`src/rtl/barcode_pkg.sv`:
```
// Shared definitions for the barcode price decoder.
//   - scanner FSM state encodings (3 bits, exported on scanState)
//   - frame geometry: PRICE_W data bits plus one parity bit
//   - default bar-width / timing parameters
//   - even-parity and small integer helpers
package barcode_pkg;

  localparam int PRICE_W    = 5;
  localparam int FRAME_BITS = 6;

  localparam int NARROW_MAX_DEF  = 3;
  localparam int WIDE_MAX_DEF    = 6;
  localparam int START_MAX_DEF   = 10;
  localparam int TIMEOUT_DEF     = 12;
  localparam int HOLD_CYCLES_DEF = 6;

  typedef enum logic [2:0] {
    S_IDLE  = 3'd0,
    S_START = 3'd1,
    S_GAP   = 3'd2,
    S_BAR   = 3'd3,
    S_CHECK = 3'd4,
    S_HOLD  = 3'd5,
    S_FLUSH = 3'd6
  } scan_state_e;

  // True when the frame carries an even number of ones.
  function automatic logic even_parity(input logic [FRAME_BITS-1:0] frame);
    return ~(^frame);
  endfunction

  function automatic int max2(input int a, input int b);
    return (a > b) ? a : b;
  endfunction

endpackage

```
`src/rtl/bar_run_counter.sv`:
```
// Run-length counter for the scanner bar signal.
//   clock, reset : system clock, synchronous active-high reset
//   bar_i        : current scanner sample (1 = black)
//   count_o      : length of the run held in level_o, saturating at SAT
//   level_o      : level of the run being counted (previous sample)
//   changed_o    : bar_i differs from level_o; the run in count_o ends at
//                  this edge and the counter reloads 1 for the new level
module bar_run_counter #(
  parameter int SAT = 13,
  parameter int CW  = 4
) (
  input  logic          clock,
  input  logic          reset,
  input  logic          bar_i,
  output logic [CW-1:0] count_o,
  output logic          level_o,
  output logic          changed_o
);

  logic          level_q;
  logic [CW-1:0] count_q, count_d;

  assign changed_o = bar_i != level_q;
  assign count_o   = count_q;
  assign level_o   = level_q;

  always_comb begin
    count_d = count_q;
    if (changed_o) begin
      count_d = CW'(1);
    end else if (count_q != CW'(SAT)) begin
      count_d = count_q + CW'(1);
    end
  end

  always_ff @(posedge clock) begin
    if (reset) begin
      level_q <= 1'b0;
      count_q <= '0;
    end else begin
      level_q <= bar_i;
      count_q <= count_d;
    end
  end

endmodule

```
`src/rtl/barcode_price_decoder.sv`:
```
// Decodes one serial barcode price frame (start bar, 5 data bars MSB
// first, 1 parity bar) and presents the price as a held level.
//   clock, reset : system clock, synchronous active-high reset
//   bar          : synchronised scanner sample, 1 = black
//   PG           : decoded price, nonzero only while valid is high
//   valid        : high for HOLD_CYCLES cycles after an accepted frame
//   err          : one-cycle pulse when a frame is rejected
//   scanState    : current FSM state (debug)
//
// state | meaning
// IDLE  | waiting for the first black sample
// START | measuring the start bar
// GAP   | white separator between bars, bounded by TIMEOUT
// BAR   | measuring a data/parity bar
// CHECK | one cycle: parity and price range check
// HOLD  | PG/valid driven, bar ignored
// FLUSH | waiting for TIMEOUT+1 consecutive whites before rearming
module barcode_price_decoder
  import barcode_pkg::*;
#(
  parameter int NARROW_MAX  = NARROW_MAX_DEF,
  parameter int WIDE_MAX    = WIDE_MAX_DEF,
  parameter int START_MAX   = START_MAX_DEF,
  parameter int TIMEOUT     = TIMEOUT_DEF,
  parameter int HOLD_CYCLES = HOLD_CYCLES_DEF
) (
  input  logic               clock,
  input  logic               reset,
  input  logic               bar,
  output logic [PRICE_W-1:0] PG,
  output logic               valid,
  output logic               err,
  output logic [2:0]         scanState
);

  // The run counter also times white gaps, so it must be able to reach
  // TIMEOUT as well as classify anything beyond START_MAX.
  localparam int RUN_SAT = max2(START_MAX + 1, TIMEOUT + 1);
  localparam int RW      = $clog2(RUN_SAT + 1);
  localparam int AW      = $clog2(max2(HOLD_CYCLES, TIMEOUT) + 1);

  logic [RW-1:0] run_cnt;
  logic          run_level;
  logic          run_changed;

  bar_run_counter #(
    .SAT (RUN_SAT),
    .CW  (RW)
  ) u_run (
    .clock     (clock),
    .reset     (reset),
    .bar_i     (bar),
    .count_o   (run_cnt),
    .level_o   (run_level),
    .changed_o (run_changed)
  );

  scan_state_e             state_q, state_d;
  logic [FRAME_BITS-1:0]   sr_q, sr_d;
  logic [2:0]              bitcnt_q, bitcnt_d;
  logic [AW-1:0]           aux_q, aux_d;     // hold counter in HOLD, white counter in FLUSH
  logic [PRICE_W-1:0]      pg_q, pg_d;
  logic                    valid_q, valid_d;
  logic                    err_q, err_d;

  logic                    black_end;
  logic                    data_bit;
  logic                    start_ok;
  logic                    frame_ok;
  logic [PRICE_W-1:0]      frame_data;

  // A black run finishes at this edge; run_cnt still holds its length.
  assign black_end  = run_changed & run_level;
  assign data_bit   = run_cnt > RW'(NARROW_MAX);
  assign start_ok   = (run_cnt >= RW'(WIDE_MAX + 1)) && (run_cnt <= RW'(START_MAX));
  assign frame_data = sr_q[FRAME_BITS-1:1];
  // Only even prices 2..30 are legal.
  assign frame_ok   = even_parity(sr_q) & ~frame_data[0] & (|frame_data);

  always_comb begin
    state_d  = state_q;
    sr_d     = sr_q;
    bitcnt_d = bitcnt_q;
    aux_d    = aux_q;
    pg_d     = pg_q;
    valid_d  = valid_q;
    err_d    = 1'b0;

    unique case (state_q)
      S_IDLE: begin
        if (bar) begin
          state_d = S_START;
        end
      end

      S_START: begin
        if (black_end) begin
          if (start_ok) begin
            state_d  = S_GAP;
            bitcnt_d = '0;
            sr_d     = '0;
          end else begin
            state_d = S_IDLE;
          end
        end
      end

      S_GAP: begin
        if (run_changed) begin
          state_d = S_BAR;
        end else if (run_cnt == RW'(TIMEOUT)) begin
          // this white sample would be number TIMEOUT+1
          state_d = S_FLUSH;
          err_d   = 1'b1;
          aux_d   = '0;
        end
      end

      S_BAR: begin
        if (black_end) begin
          sr_d     = {sr_q[FRAME_BITS-2:0], data_bit};
          bitcnt_d = bitcnt_q + 3'd1;
          if (bitcnt_q == 3'(FRAME_BITS - 1)) begin
            state_d = S_CHECK;
          end else begin
            state_d = S_GAP;
          end
        end else if (run_cnt == RW'(WIDE_MAX)) begin
          // this black sample would be number WIDE_MAX+1
          state_d = S_FLUSH;
          err_d   = 1'b1;
          aux_d   = '0;
        end
      end

      S_CHECK: begin
        if (frame_ok) begin
          state_d = S_HOLD;
          pg_d    = frame_data;
          valid_d = 1'b1;
          aux_d   = AW'(1);
        end else begin
          state_d = S_FLUSH;
          err_d   = 1'b1;
          aux_d   = '0;
        end
      end

      S_HOLD: begin
        if (aux_q == AW'(HOLD_CYCLES)) begin
          state_d = S_FLUSH;
          pg_d    = '0;
          valid_d = 1'b0;
          aux_d   = '0;
        end else begin
          aux_d = aux_q + AW'(1);
        end
      end

      S_FLUSH: begin
        if (bar) begin
          aux_d = '0;
        end else if (aux_q == AW'(TIMEOUT)) begin
          state_d = S_IDLE;
          aux_d   = '0;
        end else begin
          aux_d = aux_q + AW'(1);
        end
      end

      default: begin
        state_d = S_IDLE;
        pg_d    = '0;
        valid_d = 1'b0;
        aux_d   = '0;
      end
    endcase
  end

  always_ff @(posedge clock) begin
    if (reset) begin
      state_q  <= S_IDLE;
      sr_q     <= '0;
      bitcnt_q <= '0;
      aux_q    <= '0;
      pg_q     <= '0;
      valid_q  <= 1'b0;
      err_q    <= 1'b0;
    end else begin
      state_q  <= state_d;
      sr_q     <= sr_d;
      bitcnt_q <= bitcnt_d;
      aux_q    <= aux_d;
      pg_q     <= pg_d;
      valid_q  <= valid_d;
      err_q    <= err_d;
    end
  end

  assign PG        = pg_q;
  assign valid     = valid_q;
  assign err       = err_q;
  assign scanState = state_q;

endmodule

```
`config.mk`:
```
export PLATFORM = sky130hd
export DESIGN_NAME = barcode_price_decoder
export DESIGN_NICKNAME = d
export VERILOG_FILES = /design/src/rtl/barcode_pkg.sv /design/src/rtl/bar_run_counter.sv /design/src/rtl/barcode_price_decoder.sv
export SDC_FILE = /design/constraint.sdc
export NUM_CORES = 1
export LEC_CHECK = 0
export BUFFER_PORTS_ARGS = -buffer_cell sky130_fd_sc_hd__buf_4
export CELL_PAD_IN_SITES_DETAIL_PLACEMENT = 0
export CELL_PAD_IN_SITES_GLOBAL_PLACEMENT = 1
export CORE_ASPECT_RATIO = 0.8
export CORE_UTILIZATION = 44
export CTS_CLUSTER_DIAMETER = 120
export CTS_CLUSTER_SIZE = 28
export DETAILED_ROUTE_END_ITERATION = 7
export MAX_ROUTING_LAYER = met4
export PLACE_DENSITY = 0.82
export SYNTH_ARGS = -nofsm -noshare
export SYNTH_HDL_FRONTEND = slang
export SYNTH_SLANG_ARGS = --single-unit
```
`constraint.sdc`:
```
create_clock -name clock -period 1.95 [get_ports clock]
set_clock_uncertainty 0.1 [all_clocks]
set_input_delay 0.195 -clock clock [delete_from_list [all_inputs] [get_ports clock]]
set_output_delay 0.195 -clock clock [all_outputs]
set_load 0.1 [all_outputs]
```
Word level (Yosys, flattened, before mapping)
Cells that the tools add are included.
{ "totals": {"reg_bits": 28, "in_bits": 3, "output_inout_bits": 10} }
{ "op_classes": {"add_sub_neg": 3, "n_lt_le_gt_ge": 3, "n_eq_ne": 27, "muxes": 44, "bitwise": 7, "reduce_logical": 13} }
{ "op_table": {"columns": ["cell", "count"], "rows": [
  ["$mux 3", 13],
  ["$mux 4", 7],
  ["$ne 2x2->1 const B", 12],
  ["$pmux 4 s6", 1],
  ["$pmux 3 s7", 1],
  ["$mux 6", 3],
  ["$pmux 5 s3", 1],
  ["$eq 3x3->1 const B", 4],
  ["$pmux 6 s2", 1],
  ["$mux 1", 10],
  ["$mux 5", 2],
  ["$reduce_or 5->1", 2],
  ["$add 4x1->4 const B", 2],
  ["$eq 4x3->1 const B", 2],
  ["$eq 4x4->1 const B", 2],
  ["$reduce_and 7->1", 1],
  ["$eq 3x2->1 const B", 2],
  ["$ne 3x3->1 const B", 2],
  ["$pmux 1 s3", 2],
  ["$pmux 3 s2", 1],
  ["$reduce_xor 6->1", 1],
  ["$reduce_and 5->1", 1],
  ["$ge 4x3->1 const B", 1],
  ["$gt 4x2->1 const B", 1],
  ["other kinds (14)", 22]
]} }

Logic depth before layout (Yosys ltp)
{ "logic_depth": {"word_depth": 6, "depth_mapped": 8, "depth_no_buf": 7} }

Cells and area by module
From an unflattened synthesis, not the netlist that was laid out.
{ "hier_totals": {"cells_unflattened": 177, "hier_area_um2": 1534.0} }
{ "by_module_without_submodules": {"columns": ["module", "n_inst", "cells_each", "area_each_um2", "seq_area_each_um2"], "rows": [
  ["barcode_price_decoder", 1, 153, 1300.0, 460.4],
  ["bar_run_counter", 1, 24, 234.0, 100.1]
]} }

Worst setup path before layout
OpenSTA, ideal clock, no wires.
{ "synth_timing": {"path_type": "register to register", "start": "reg state_q[2] (netlist: scanState[2])", "end": "reg aux_q[3]", "arrival_time_ns": 2.191, "setup_slack_ns": -0.431, "stages_incl_launch_ff": 7, "synth_period_minus_slack_ns": 2.381, "cell_sequence": "dfxtp_1 -> buf_2 -> nor2b_1 -> o211ai_1 -> nand2_1 -> a41oi_1 -> a311oi_1"} }
{ "synth_via": {"elab_chain_cells": 4} }
{ "synth_lines": {"columns": ["item", "line_no", "source"], "rows": [
  ["start: declaration", "barcode_price_decoder.sv:58", "scan_state_e state_q, state_d;"],
  ["start signal: assignment", "barcode_price_decoder.sv:190", "state_q <= state_d;"],
  ["$eq 3x1->1 / $logic_not 3->1 (equally long branches)", "barcode_price_decoder.sv:89", "unique case (state_q)"],
  ["$reduce_or 2->1 (no source line)", null, null],
  ["$not 1->1 (no source line)", null, null],
  ["$reduce_and 5->1 (no source line)", null, null],
  ["end signal: assignment", "barcode_price_decoder.sv:193", "aux_q <= aux_d;"],
  ["end: declaration", "barcode_price_decoder.sv:61", "logic [AW-1:0] aux_q, aux_d;"]
]} }
Several ways; a longest one is shown, not always the timed one.
A chain may end at the register's enable or synchronous reset.

Worst setup path after layout
{ "layout_timing": {"start": "reg u_run.count_q[0] (netlist: u_run.count_o[0])", "end": "reg aux_q[2]"} }
{ "layout_via": {"elab_chain_cells": 3} }
{ "layout_lines": {"columns": ["item", "line_no", "source"], "rows": [
  ["start: declaration", "bar_run_counter.sv:21", "logic [CW-1:0] count_q, count_d;"],
  ["start signal: assignment", "bar_run_counter.sv:42", "count_q <= count_d;"],
  ["$eq 4x3->1 / $eq 4x4->1 (equally long branches)", "barcode_price_decoder.sv:128, barcode_price_decoder.sv:111", null],
  ["$ne 2x2->1 (no source line)", null, null],
  ["$reduce_and 5->1 (no source line) *", null, null]
]} }
Mark *: on every way between the ends. The rest lies on a longest branch, timed or not.

==> impl_metrics.toml <==
[floorplanning]
core-area_sq_um = 3220
dieWidth_um = 68.5
rows = 18
die_h_um = 55.2
io_pins = 13
initial_core_util_pct = 48.3
dieArea_sq_um = 3780

[synthesis]
synth_nets = 192
ys_warn_count = 0
yosys_register_bits = 28
synth_largest_area_cell = "dfxtp_1"
yosysTopAreaCellShare_pct = 36.0
synth_area_sq_um = 1560
synth_area_leaders = "dfxtp_1 (36%), ha_1 (8.0%), nand2b_1 (4.0%), a21oi_1 (3.9%), nor2_1 (3.6%)"
synth-edff-count = 0
synthCells = 179
ys_async_sr_fraction_pct = 0
postSynthAreaPerCell_sq_um = 8.70
synth_most_common_cell = "dfxtp_1"
synthDistinctLibCells = 45
synth-seq-area-share_pct = 36.0
synthTopCellsByCount = "dfxtp_1 (28), nor2_1 (15), a21oi_1 (12)"
synth-main-ff-cell = "dfxtp_1"

[placement]
port_buffers = 12
dp_slack_ns = 0.0441
place_inst = 226
dp_hpwl_um = 2340
globalplace.congestion = 0.769

[sta]
slew_violations = 0
worst_pin_slew_ns = 0.416
setup_viol = 0
max_freq_ghz = 0.539
fin_crit_sh_pct = 95.1
hold_ws_ns = 0.107
rsz0062_at_grt = "false"
layout_min_cycle_time_ns = 1.85
layout_setup_ws_ns = 0.0950
finalHoldViolCount = 0
relSlewSlack_pct = 72.1

[critical_path]
cp_num_buf_inv = 1
cp_slowest_stage_delay_ns = 0.39
end_kind = "flip-flop"
crit_family = "compound AO/OA/AOI/OAI gates"
critical_path_class = "reg2reg"
worstPathArrival_ns = 1.94
startpoint_type = "flip-flop"
reg2reg_from = "u_run.count_o[0]$_SDFFE_PP0P_"
crit_start = "u_run.count_o[0]$_SDFFE_PP0P_"
slowest_stage = "dfxtp_2"
cp.required_ns = 2.04
path_max_fanout = 6
path_cells = "inv_1, ha_1, and3_1, and4_1, a311o_1, a311oi_1"

[run]
drv_cap = 0

[finish]
instances_no_fill = 231
drive_gt1_share_pct = 18.8
synthToLayoutAreaGrowth_pct = 14.1
antenna_cells = 0
fin_nets = 205

[routing]
drtPass1Iterations = 4
drt-vias-per-instance = 5.72
drtIter0Drc = 74
drc = 0
ant_nets = 0
routedWlPerCell_um = 13.8
wirelength_um = 3190
vias = 1321

[global_routing]
grt_pass1_wl_um = 5360
first_global_vias = 1155
grt_max_degree = 29
grt_overflow = 0
track_usage_pct = 18.9
grt_antenna_before_repair = 0

[clock_tree]
cts_tree = "built"
root_buffer = "clkbuf_8"
clockBufferDepth = 2
clk_pin_slew_worst_paths_ns = 0.10
insertion_delay_ns = 0.27
htreeDepth = 1
cts_buffers = 3
clock-sinks = 28

[run_status]
status = "finished, final reports clean"

[pwr]
ir_drop_mv = 0.414
power_density_nw_per_um2 = 631
leakage_nw = 0.659

[hold_path]
min_from = "bar"
hp-class = "in2reg"
==> cell usage in the layout, fill, tap and decap left out, drive strengths merged, types with 2 or more instances in the layout <==
| cell | instances |
|---|---|
| mux2i | 2 |
| o2bb2ai | 5 |
| a31oi | 3 |
| o21ai | 9 |
| clkbuf | 4 |
| a21oi | 13 |
| and3b | 2 |
| nor2 | 16 |
| nor3b | 2 |
| o211ai | 2 |
| inv | 10 |
| a211oi | 2 |
| nand2 | 11 |
| xnor2 | 3 |
| nand3 | 7 |
| ha | 10 |
| o21bai | 3 |
| dfxtp | 28 |
| nor3 | 4 |
| nand2b | 10 |
| nor2b | 2 |
| buf | 18 |
| a311oi | 3 |
| a22oi | 6 |
==> sequential cells by signal, indices dropped and copies added (netlist names) <==
name           cells
aux_q              4
u_run.count_o      4
bitcnt_q           3
scanState          3
err                1
valid              1
sr_q               6
PG                 5
u_run.level_o      1
==> kinds of logic (layout without fill, tap and decap cells) <==
kind of cell	Yosys count	after routing	synth area share, %
buffers and inverters	20	32	5.55
flip-flops	28	28	36.0
multiplexers	2	2	1.29
XOR/XNOR	5	5	3.78
adder cells (fa/ha/maj)	10	10	8.04
AND/OR/NAND/NOR	62	62	22.4
AO/OA/AOI/OAI	52	52	22.9
==> worst min-delay path: cells and delay by family <==
family	cells	cell delay, ns
buf+inv	2	0.15
simple gates	1	0.10
==> through the flow <==
step           cell area [sq um]  util, %  setup TNS (ns)  total power [W]
2_1_floorplan               1560        -         -0.0248         0.000736
3_3_place_gp                1690     52.5               0         0.000769
3_5_place_dp                1690     52.5               0         0.000772
4_1_cts                     1750     54.2               0          0.00113
5_1_grt                     1780     55.2               0          0.00117
6_report                    1780     55.2               0          0.00112
==> where the power goes <==
| group | internal [W] | switching [W] | total (W) |
|---|---|---|---|
| registers | 0.000587 | 0.0000343 | 0.000621 |
| logic | 0.0000469 | 0.0000956 | 0.000142 |
| clock network | 0.000181 | 0.000178 | 0.000359 |
==> layer usage <==
| layer | global-route usage (%) | share of wire (%) |
|---|---|---|
| met3 | 4.34 | 4.4 |
| met2 | 27.5 | 44 |
| met4 | 1.79 | 0.22 |
| met5 | - | 0 |
| met1 | 27.3 | 51 |
==> area by class of cell <==
type                       instances  area [sq um]
inverter                          10          37.5
timing repair buffer              18           135
clock buffer                       4          55.1
fill                             304          1440
sequential                        28           571
tap                               40          50.0
multi-input combinational        131           928
==> final timing paths <==
kind | slack (ns) | endpoint | depth (start not counted)
setup reg to reg | 0.1 | aux_q[2]$_SDFFE_PP0P_ | 6
hold reg to reg | 0.38 | PG[3]$_SDFFE_PP0P_ | 2
hold / removal | 0.11 | u_run.level_o$_SDFF_PP0_ | 3
setup / recovery | 0.1 | aux_q[2]$_SDFFE_PP0P_ | 6
==> repair_timing <==
action | 4_1_cts | 5_1_grt
hold buffers | 0 | 0
buffers inserted | 0 | 1
resized for setup | 0 | 8
setup endpoints to repair | 0 | 21
No activity file was read; power rests on OpenSTA's default activity.
